**src/rtl/arbitro_mem_datos.sv**
```systemverilog
// Load/store arbiter between two issue lanes and a dual-port data memory.
// Same-address pairs involving a store are serialized lane 1 first; others issue in parallel.
module arbitro_mem_datos #(
  parameter logic [31:0] ADDR_BASE = 32'h10000000,
  parameter int unsigned N_WORDS   = 4
) (
  input  logic        clk,
  input  logic        rst,
  input  logic        req_valid_1,
  input  logic        req_valid_2,
  input  logic        req_wr_1,
  input  logic        req_wr_2,
  input  logic [31:0] req_addr_1,
  input  logic [31:0] req_addr_2,
  input  logic [31:0] req_wdata_1,
  input  logic [31:0] req_wdata_2,
  output logic        ready,
  output logic        done_1,
  output logic        done_2,
  output logic        err_1,
  output logic        err_2,
  output logic [31:0] rdata_1,
  output logic [31:0] rdata_2,
  output logic        Mem_rd_1,
  output logic        Mem_wr_1,
  output logic        Mem_rd_2,
  output logic        Mem_wr_2,
  output logic [31:0] Dir_Mem_1,
  output logic [31:0] Dir_Mem_2,
  output logic [31:0] Dato_Mem_in_1,
  output logic [31:0] Dato_Mem_in_2,
  input  logic [31:0] Dato_Mem_out_1,
  input  logic [31:0] Dato_Mem_out_2
);

  typedef enum logic [2:0] {
    IDLE     = 3'd0,
    ISSUE_AB = 3'd1,
    ISSUE_A  = 3'd2,
    ISSUE_B  = 3'd3,
    RESP     = 3'd4
  } state_t;

  state_t state_q, state_d;

  logic        in_vld   [2];
  logic        in_wr    [2];
  logic [31:0] in_addr  [2];
  logic [31:0] in_wdata [2];
  logic [31:0] mem_out  [2];

  logic        vld_q    [2];
  logic        wr_q     [2];
  logic [31:0] addr_q   [2];
  logic [31:0] wdata_q  [2];
  logic [31:0] cap_q    [2];
  logic [31:0] rdata_q  [2];
  logic        err_q    [2];
  logic        done_q   [2];

  logic        inr      [2];
  logic        port_act [2];
  logic        drive    [2];
  logic [31:0] rd_val   [2];
  logic [31:0] resp_val [2];
  logic        rd_n     [2];
  logic        wr_n     [2];
  logic [31:0] dir      [2];
  logic [31:0] dato_in  [2];

  logic conflict;
  logic accept;
  logic going_resp;

  function automatic logic in_range(input logic [31:0] a);
    logic [31:0] off;
    off = a - ADDR_BASE;
    return (off < 32'(N_WORDS));
  endfunction

  assign in_vld[0]   = req_valid_1;
  assign in_vld[1]   = req_valid_2;
  assign in_wr[0]    = req_wr_1;
  assign in_wr[1]    = req_wr_2;
  assign in_addr[0]  = req_addr_1;
  assign in_addr[1]  = req_addr_2;
  assign in_wdata[0] = req_wdata_1;
  assign in_wdata[1] = req_wdata_2;
  assign mem_out[0]  = Dato_Mem_out_1;
  assign mem_out[1]  = Dato_Mem_out_2;

  // An out-of-range lane is never strobed, so it cannot create an ordering hazard.
  assign conflict = req_valid_1 & req_valid_2 & (req_addr_1 == req_addr_2)
                  & (req_wr_1 | req_wr_2) & in_range(req_addr_1);

  assign ready  = ~rst & (state_q == IDLE);
  assign accept = (state_q == IDLE) & (req_valid_1 | req_valid_2);

  always_ff @(posedge clk) begin
    if (rst) begin
      state_q <= IDLE;
    end else begin
      state_q <= state_d;
    end
  end

  always_comb begin
    state_d     = state_q;
    port_act[0] = 1'b0;
    port_act[1] = 1'b0;
    going_resp  = 1'b0;
    case (state_q)
      IDLE: begin
        if (req_valid_1 || req_valid_2) begin
          state_d = conflict ? ISSUE_A : ISSUE_AB;
        end
      end
      ISSUE_AB: begin
        port_act[0] = 1'b1;
        port_act[1] = 1'b1;
        going_resp  = 1'b1;
        state_d     = RESP;
      end
      ISSUE_A: begin
        port_act[0] = 1'b1;
        state_d     = ISSUE_B;
      end
      ISSUE_B: begin
        port_act[1] = 1'b1;
        going_resp  = 1'b1;
        state_d     = RESP;
      end
      RESP: begin
        state_d = IDLE;
      end
      default: begin
        state_d = IDLE;
      end
    endcase
  end

  for (genvar gi = 0; gi < 2; gi++) begin : g_lane
    assign inr[gi]     = in_range(addr_q[gi]);
    assign drive[gi]   = port_act[gi] & vld_q[gi] & inr[gi];
    assign rd_n[gi]    = ~(drive[gi] & ~wr_q[gi]);
    assign wr_n[gi]    = ~(drive[gi] & wr_q[gi]);
    assign dir[gi]     = drive[gi] ? addr_q[gi]  : 32'd0;
    assign dato_in[gi] = drive[gi] ? wdata_q[gi] : 32'd0;
    assign rd_val[gi]  = (drive[gi] && !wr_q[gi]) ? mem_out[gi] : 32'd0;
    // Lane 1 of a serialized pair was read a cycle earlier and parked in cap_q.
    assign resp_val[gi] = port_act[gi] ? rd_val[gi] : cap_q[gi];

    always_ff @(posedge clk) begin
      if (rst) begin
        vld_q[gi]   <= 1'b0;
        wr_q[gi]    <= 1'b0;
        addr_q[gi]  <= 32'd0;
        wdata_q[gi] <= 32'd0;
        cap_q[gi]   <= 32'd0;
        rdata_q[gi] <= 32'd0;
        err_q[gi]   <= 1'b0;
        done_q[gi]  <= 1'b0;
      end else begin
        if (accept) begin
          vld_q[gi]   <= in_vld[gi];
          wr_q[gi]    <= in_wr[gi];
          addr_q[gi]  <= in_addr[gi];
          wdata_q[gi] <= in_wdata[gi];
        end
        if (port_act[gi]) begin
          cap_q[gi] <= rd_val[gi];
        end
        done_q[gi] <= going_resp & vld_q[gi];
        if (going_resp && vld_q[gi]) begin
          rdata_q[gi] <= resp_val[gi];
          err_q[gi]   <= ~inr[gi];
        end
      end
    end
  end

  assign done_1        = done_q[0];
  assign done_2        = done_q[1];
  assign err_1         = err_q[0];
  assign err_2         = err_q[1];
  assign rdata_1       = rdata_q[0];
  assign rdata_2       = rdata_q[1];
  assign Mem_rd_1      = rd_n[0];
  assign Mem_wr_1      = wr_n[0];
  assign Mem_rd_2      = rd_n[1];
  assign Mem_wr_2      = wr_n[1];
  assign Dir_Mem_1     = dir[0];
  assign Dir_Mem_2     = dir[1];
  assign Dato_Mem_in_1 = dato_in[0];
  assign Dato_Mem_in_2 = dato_in[1];

endmodule
```
**config.mk**
```make
export PLATFORM = sky130hd
export DESIGN_NAME = arbitro_mem_datos
export DESIGN_NICKNAME = d
export VERILOG_FILES = /design/src/rtl/arbitro_mem_datos.sv
export SDC_FILE = /design/constraint.sdc
export NUM_CORES = 1
export LEC_CHECK = 0
export ABC_CLOCK_PERIOD_IN_PS = 17100
export CORE_MARGIN = 2
export CORE_UTILIZATION = 41
export CTS_BUF_LIST = sky130_fd_sc_hd__clkbuf_4
export DETAILED_ROUTE_END_ITERATION = 8
export PLACE_DENSITY_LB_ADDON = 0.2
export REMOVE_ABC_BUFFERS = 1
export SKIP_CTS_REPAIR_TIMING = 1
export SYNTH_ARGS = -nofsm -noshare
export SYNTH_HDL_FRONTEND = slang
export SYNTH_SLANG_ARGS = --single-unit
```
**constraint.sdc**
```tcl
create_clock -name clk -period 17.1 [get_ports clk]
set_input_delay 2.565 -clock clk [delete_from_list [all_inputs] [get_ports clk]]
set_output_delay 2.565 -clock clk [all_outputs]
set_load 0.03 [all_outputs]
```
==> run_results.csv <==
group,metric,value,unit
status,status,"finished, final reports clean",
sta,slew_headroom,31.9,%
global_route,antenna_found_initial,2,
synthesis,muxShareOfSynthArea,0,%
clock_network,clockBufferDepth,3,
sta,worst-slew-pin-transition,1.02,ns
floorplan,ios,399,
synthesis,synth-xor-area-share,2.30,%
routing,antenna_left,0,
clock_network,cts_tree,"built",
routing,drc,0,
clock_network,htreeDepth,2,
routing,vias_per_cell,4.57,
synthesis,yosysWarningCount,0,
synthesis,post_synth_and_or_nand_nor_area_fraction,20.3,%
synthesis,synthDistinctLibCells,31,
routing,drt_iter0_drc,490,
clock_network,numCtsBuffers,61,
sta,fmax,0.146,GHz
finish,fin_util,59.7,%
placement,dp.final_hpwl,17.4,mm
clock_network,cts.clk_slew.worst_paths,0.07,ns
floorplan,start_util,41.9,%
synthesis,synthFlopType,"edfxtp_1",
placement,place_area,13800,um^2
placement,portBuffers,340,
synthesis,syn_area,10300,um^2
pwr,power,1.34,mW
global_route,grt_max_degree,131,
synthesis,synth_seq_cells,235,
run,maxCapViolCount,0,
finish,finalNonFillerCells,1484,
routing,wirelength,24.8,mm
synthesis,synth_seq_area_share,68.3,%
pwr,leakage,5.58,nW
sta,tns,0,ns
sta,setup_ws,10.23,ns
synthesis,synthArstFlopShare,0,%
synthesis,synth_edf_count,230,
synthesis,synth.largest_area_cell,"edfxtp_1",
clock_network,cts.sinks,235,
worst_setup_path,critPathMaxFanout,6,
sta,drv_slew,0,
finish,design_area,14600,um^2
synthesis,synthMostInstantiatedCell,"and2_1",
floorplan,row_count,57,
placement,place_congestion,0.841,
routing,drtPass1Iterations,5,
placement,dp.cells,1369,
synthesis,synth_compound_area_share,3.17,%
synthesis,netlist_top_cells_area,"edfxtp_1, and2_1, buf_4, a22o_1, xnor2_1",
clock_network,clock-root-buffer,"clkbuf_4",
clock_network,clock_latency,0.69,ns
synthesis,synth_top_family_by_area,"simple AND/OR/NAND/NOR gates",
worst_setup_path,crit_path_frequent_cell,"clkdlybuf4s50_1",
worst_setup_path,critPathCaptureType,"output pin",
worst_setup_path,cp.arrival,4.30,ns
floorplan,die_y,162,um
synthesis,synthAdderAreaFrac,0,%
finish,drive_gt1_share,9.93,%
finish,nets,1306,
pwr,vdd_drop_max,50.1,uV
sta,fin_crit,6.87,ns
sta,rsz0062_at_grt,"false",
synthesis,synth_top_area_share,67.3,%
placement,pre_cts_slack,10.17,ns
pwr,power.density,91.7,nW/um^2
routing,via_count,6780,
worst_setup_path,cp.required,14.53,ns
global_route,grt_pass1_wl,36.7,mm
floorplan,coreArea,24500,um^2
hold_path,holdCritPathClass,"flip-flop to flip-flop",
worst_setup_path,cpPeakStageDelay,0.79,ns
finish,fillers,2005,
sta,hold_slack,0.526,ns
floorplan,die_x,162,um
global_route,grt_pass1_vias,6799,
sta,period_share,40.2,%
synthesis,syn_inst,730,
global_route,grt.overflow.total,0,
worst_setup_path,crit_slowest_cell,"clkdlybuf4s50_1",
worst_setup_path,worstSetupStartpointType,"input port",
finish,area_delta_synth_final,42.3,%
sta,hold_viol,0,
floorplan,die-area,26300,um^2
worst_setup_path,path_class,"input port to output pin",
sta,finalSetupViolCount,0,
worst_setup_path,path_cells,"clkdlybuf4s50_1, nor4_1, clkdlybuf4s50_1",
synthesis,synthTopCellsByCount,"and2_1, edfxtp_1, buf_4",
synthesis,synth.avg_cell_area,14.1,um^2
global_route,grt_use_total,18.2,%
routing,route.detailed.wl_per_inst,16.7,um
sta,finalClockSkew,0.0763,ns
[logic make-up after synthesis]
kind of cell              Yosys count
xor gates and xnor gates           27
and+or+nand+nor                   333
DFF                               235
other                               1
AOI/OAI and AO/OA                  38
buffers and inverters              96
[cells in the final DEF (no fill, tap or decap), types with 2 or more instances in the layout]
cell,n
clkinv_1,17
nand4_1,12
edfxtp_1,230
nand2b_1,2
inv_1,4
conb_1,58
nor4_1,21
xor2_1,4
xnor2_1,23
and2_1,265
buf_4,10
a22o_1,32
clkdlybuf4s50_1,340
diode_2,2
nor4b_1,5
nand2_1,7
clkbuf_4,88
clkinv_2,4
nor3_1,2
dfxtp_1,5
nor2_1,10
[routing by layer]
| layer | track usage, % | up-vias | wire length, um |
|---|---|---|---|
| li1 | - | 3263 | - |
| met1 | 23.0 | 3129 | 9800 |
| met2 | 28.9 | 346 | 11700 |
| met3 | 6.79 | 42 | 2630 |
| met4 | 6.68 | 0 | 588 |
| met5 | 0 | - | 0 |
[worst paths after layout]
path / cells after the start / slack, ns / startpoint / to
worst max-delay path: 3 / 10.23 / rst / ready
worst min-delay path: 1 / 0.53 / cap_q[0][22]$_SDFFCE_PN0P_ / rdata_q[0][22]$_SDFFCE_PN0P_
worst max register to register: 3 / 14.34 / state_q[2]$_SDFFE_PP0P_ / wdata_q[1][27]$_SDFFCE_PN0P_
worst min register to register: 1 / 0.53 / cap_q[0][22]$_SDFFCE_PN0P_ / rdata_q[0][22]$_SDFFCE_PN0P_
[report_power, final]
group	leakage, nW	switching [mW]	internal (mW)	total, mW
clock network	0.470	0.227	0.254	0.481
registers	2.52	0.0129	0.688	0.700
logic	2.59	0.0859	0.0725	0.158
total	5.58	0.326	1.01	1.34
[critical path: cells and delay by family]
family | cells | cell delay (ns)
AND/OR/NAND/NOR | 1 | 0.42
buffers and inverters | 2 | 1.31
[flip-flops by register name, summed over array words and instances, names as in the netlist]
signal and cells:
err_q 2, wdata_q 64, done_q 2, state_q 3, vld_q 2, addr_q 64, wr_q 2, cap_q 32
rdata_q 64
[area by class of cell]
type	instances	area, um^2	share of cell area [%]
sequential	235	7010	48.0
antenna	2	5.00	0.0343
tap	324	405	2.78
clock buffer	88	661	4.52
inverter	4	15.0	0.103
multi-input combinational	456	2890	19.8
timing repair buffer	350	3480	23.8
clock inverter	25	139	0.951
Power figures use the tool's default switching activity.
==> RTL edit, RTL diff (same flow settings) <==
Register the outputs `err_1` and `err_2`; this adds one clock of latency there. The other outputs are not delayed to match.
--- a/src/rtl/arbitro_mem_datos.sv
+++ b/src/rtl/arbitro_mem_datos.sv
@@ -182,6 +182,8 @@
   assign done_1        = done_q[0];
   assign done_2        = done_q[1];
-  assign err_1         = err_q[0];
-  assign err_2         = err_q[1];
+  always_ff @(posedge clk) begin
+    err_1 <= err_q[0];
+    err_2 <= err_q[1];
+  end
   assign rdata_1       = rdata_q[0];
   assign rdata_2       = rdata_q[1];
Formal check against the unedited RTL: not equivalent (Yosys sat finds a counterexample within 4 cycles, from zero or initial values and one cycle with rst high).
==> RTL edit against the original RTL <==
Area after synthesis grew 0.68%; total power decreased by 3.9%; non-clock buffer count decreased by 1; setup slack worse by 0.11 ns; synthesized cell count rose by 0.96%; count of clock-buffer cells in the layout down 8; final area is 0.58% lower; sequential share of layout area rose by 0.56 points; hold slack lost 0.18 ns; largest power group unchanged; fmax is 1.6% lower; sequential cell count up 2; wire length decreased by 2.7%; first-iteration DRC count is 16% lower.
==> RTL edit: results (changes against the original RTL) <==
status=completed (unchanged); reg2reg end=cap_q[0][10] (was wdata_q[1][27]); GRT Util Overall=17.66% (was 18.22%); register fraction of the total cell area=48.54% (was 47.98%); initial antenna violation count=2 (unchanged); Arr. time, crit path=4.42 ns (was 4.30 ns); leakage power=5.509 nW (was 5.582 nW); number of clock buffers in the layout=80 (was 88); Post-layout nets=1308 (was 1306); biggest regs=addr_q x64, rdata_q x64, wdata_q x64 (unchanged); first-pass GRT wire length=35.77 mm (was 36.65 mm); number of buffers created by CTS=59 (was 61); DP Worst Slack=10.13 ns (was 10.17 ns); DR WL/cell=16.34 um (was 16.68 um); Placer Congestion=0.7975 (was 0.8413); Final HPWL DP=16.88 mm (was 17.39 mm); initial DRC count=412 (was 490); WHS Path Cells=0 (was 1); M2 GR Usage=28.91% (was 28.86%); fraction of area in multi-input gates=20.07% (was 19.82%); HP Start=err_q[1] (was cap_q[0][22]); FF-to-FF path depth=6 (was 3); Die ar.=0.02648 sq mm (was 0.02631 sq mm); Synth cell types=32 (was 31); flops & latches, synth=237 (was 235); number of global-route vias before repair=6568 (was 6799); ys async rst share=0% (unchanged); Worst Skew=0.05381 ns (was 0.07628 ns); Reg2Reg Launch Point=addr_q[0][14] (was state_q[2]); Non-clk bufs=349 (was 350); met1 GRT Util=20.99% (was 22.95%); met3 usage=7.996% (was 6.793%); R2R Setup Slk=13.99 ns (was 14.34 ns); Non-clock buffer share=23.91% (was 23.82%); Synth area leaders=edfxtp_1 67%, and2_1 16%, buf_4 4.3% (was edfxtp_1 67%, and2_1 16%, buf_4 4.2%); routed via count=6732 (was 6780); multi-input gates=459 (was 456); sequential area share after synthesis=68.21% (was 68.28%); hold path endpoint=err_2 (was rdata_q[0][22]); Post-synth top cells=264 x and2_1, 230 x edfxtp_1, 59 x buf_4 (was 265 x and2_1, 230 x edfxtp_1, 58 x buf_4); Crit Path Max Fanout=5 (was 6); dpl cell area=0.01386 sq mm (was 0.01380 sq mm); clk cell area share=4.507% (was 5.475%); fraction of layout cells with a size suffix above 1=8.669% (was 9.931%); number of fillers in the final layout=2058 (was 2005); crit-path max cell delay=0.82 ns (was 0.79 ns)
[RTL edit: changes by cell type in the layout (fill, tap and decap cells not counted), sizes merged, moves of 2 or more]
cell | unedited run | this run
o21a | 0 | 2
nand2 | 7 | 10
dfxtp | 5 | 7
clkinv | 22 | 12
nor4b | 6 | 4
clkbuf | 88 | 80
xor2 | 4 | 0
xnor2 | 23 | 28
[RTL edit: metrics by stage]
stage,std cells,utilization (%),hold slack (ns)
2_1_floorplan,700,-,0.3233
3_3_place_gp,1379,55.52,0.3298
3_5_place_dp,1379,55.52,0.3278
4_1_cts,1472,58.14,0.3433
5_1_grt,1473,58.15,0.3628
6_report,1474,58.16,0.3487
[RTL edit: metal layers]
metal | share of wire [%] | wire (um)
met3 | 12 | 2866
met4 | 1.6 | 391
met1 | 39 | 9387
met5 | 0 | 0
met2 | 47 | 11440
[RTL edit: how the worst max path moves through the flow]
stage	startpoint	endpoint	slack, ns	cells after the start
final	rst	ready	10.12	3
after detailed placement	rst	ready	10.13	3
after CTS	rst	ready	10.13	3
after global placement	rst	ready	10.14	3
after floorplan	req_valid_2	addr_q[0][0]	0.31	2
after global routing	rst	ready	10.01	3
[RTL edit: where the power goes]
part	switching (mW)	leakage [nW]	internal, mW	total [mW]
combinational	0.0860	2.58	0.0728	0.159
sequential	0.0132	2.54	0.693	0.706
clock	0.209	0.389	0.212	0.422
[RTL edit: logic make-up (layout without fill, tap and decap cells)]
kind of cell | count (synthesis) | in the layout | synth area share, %
compound gates | 39 | 39 | 3.222
xor+xnor | 28 | 28 | 2.374
buf+inv | 98 | 446 | 6.007
flops | 237 | 237 | 68.21
other cells | 1 | 60 | 0.03630
simple gates | 334 | 334 | 20.15
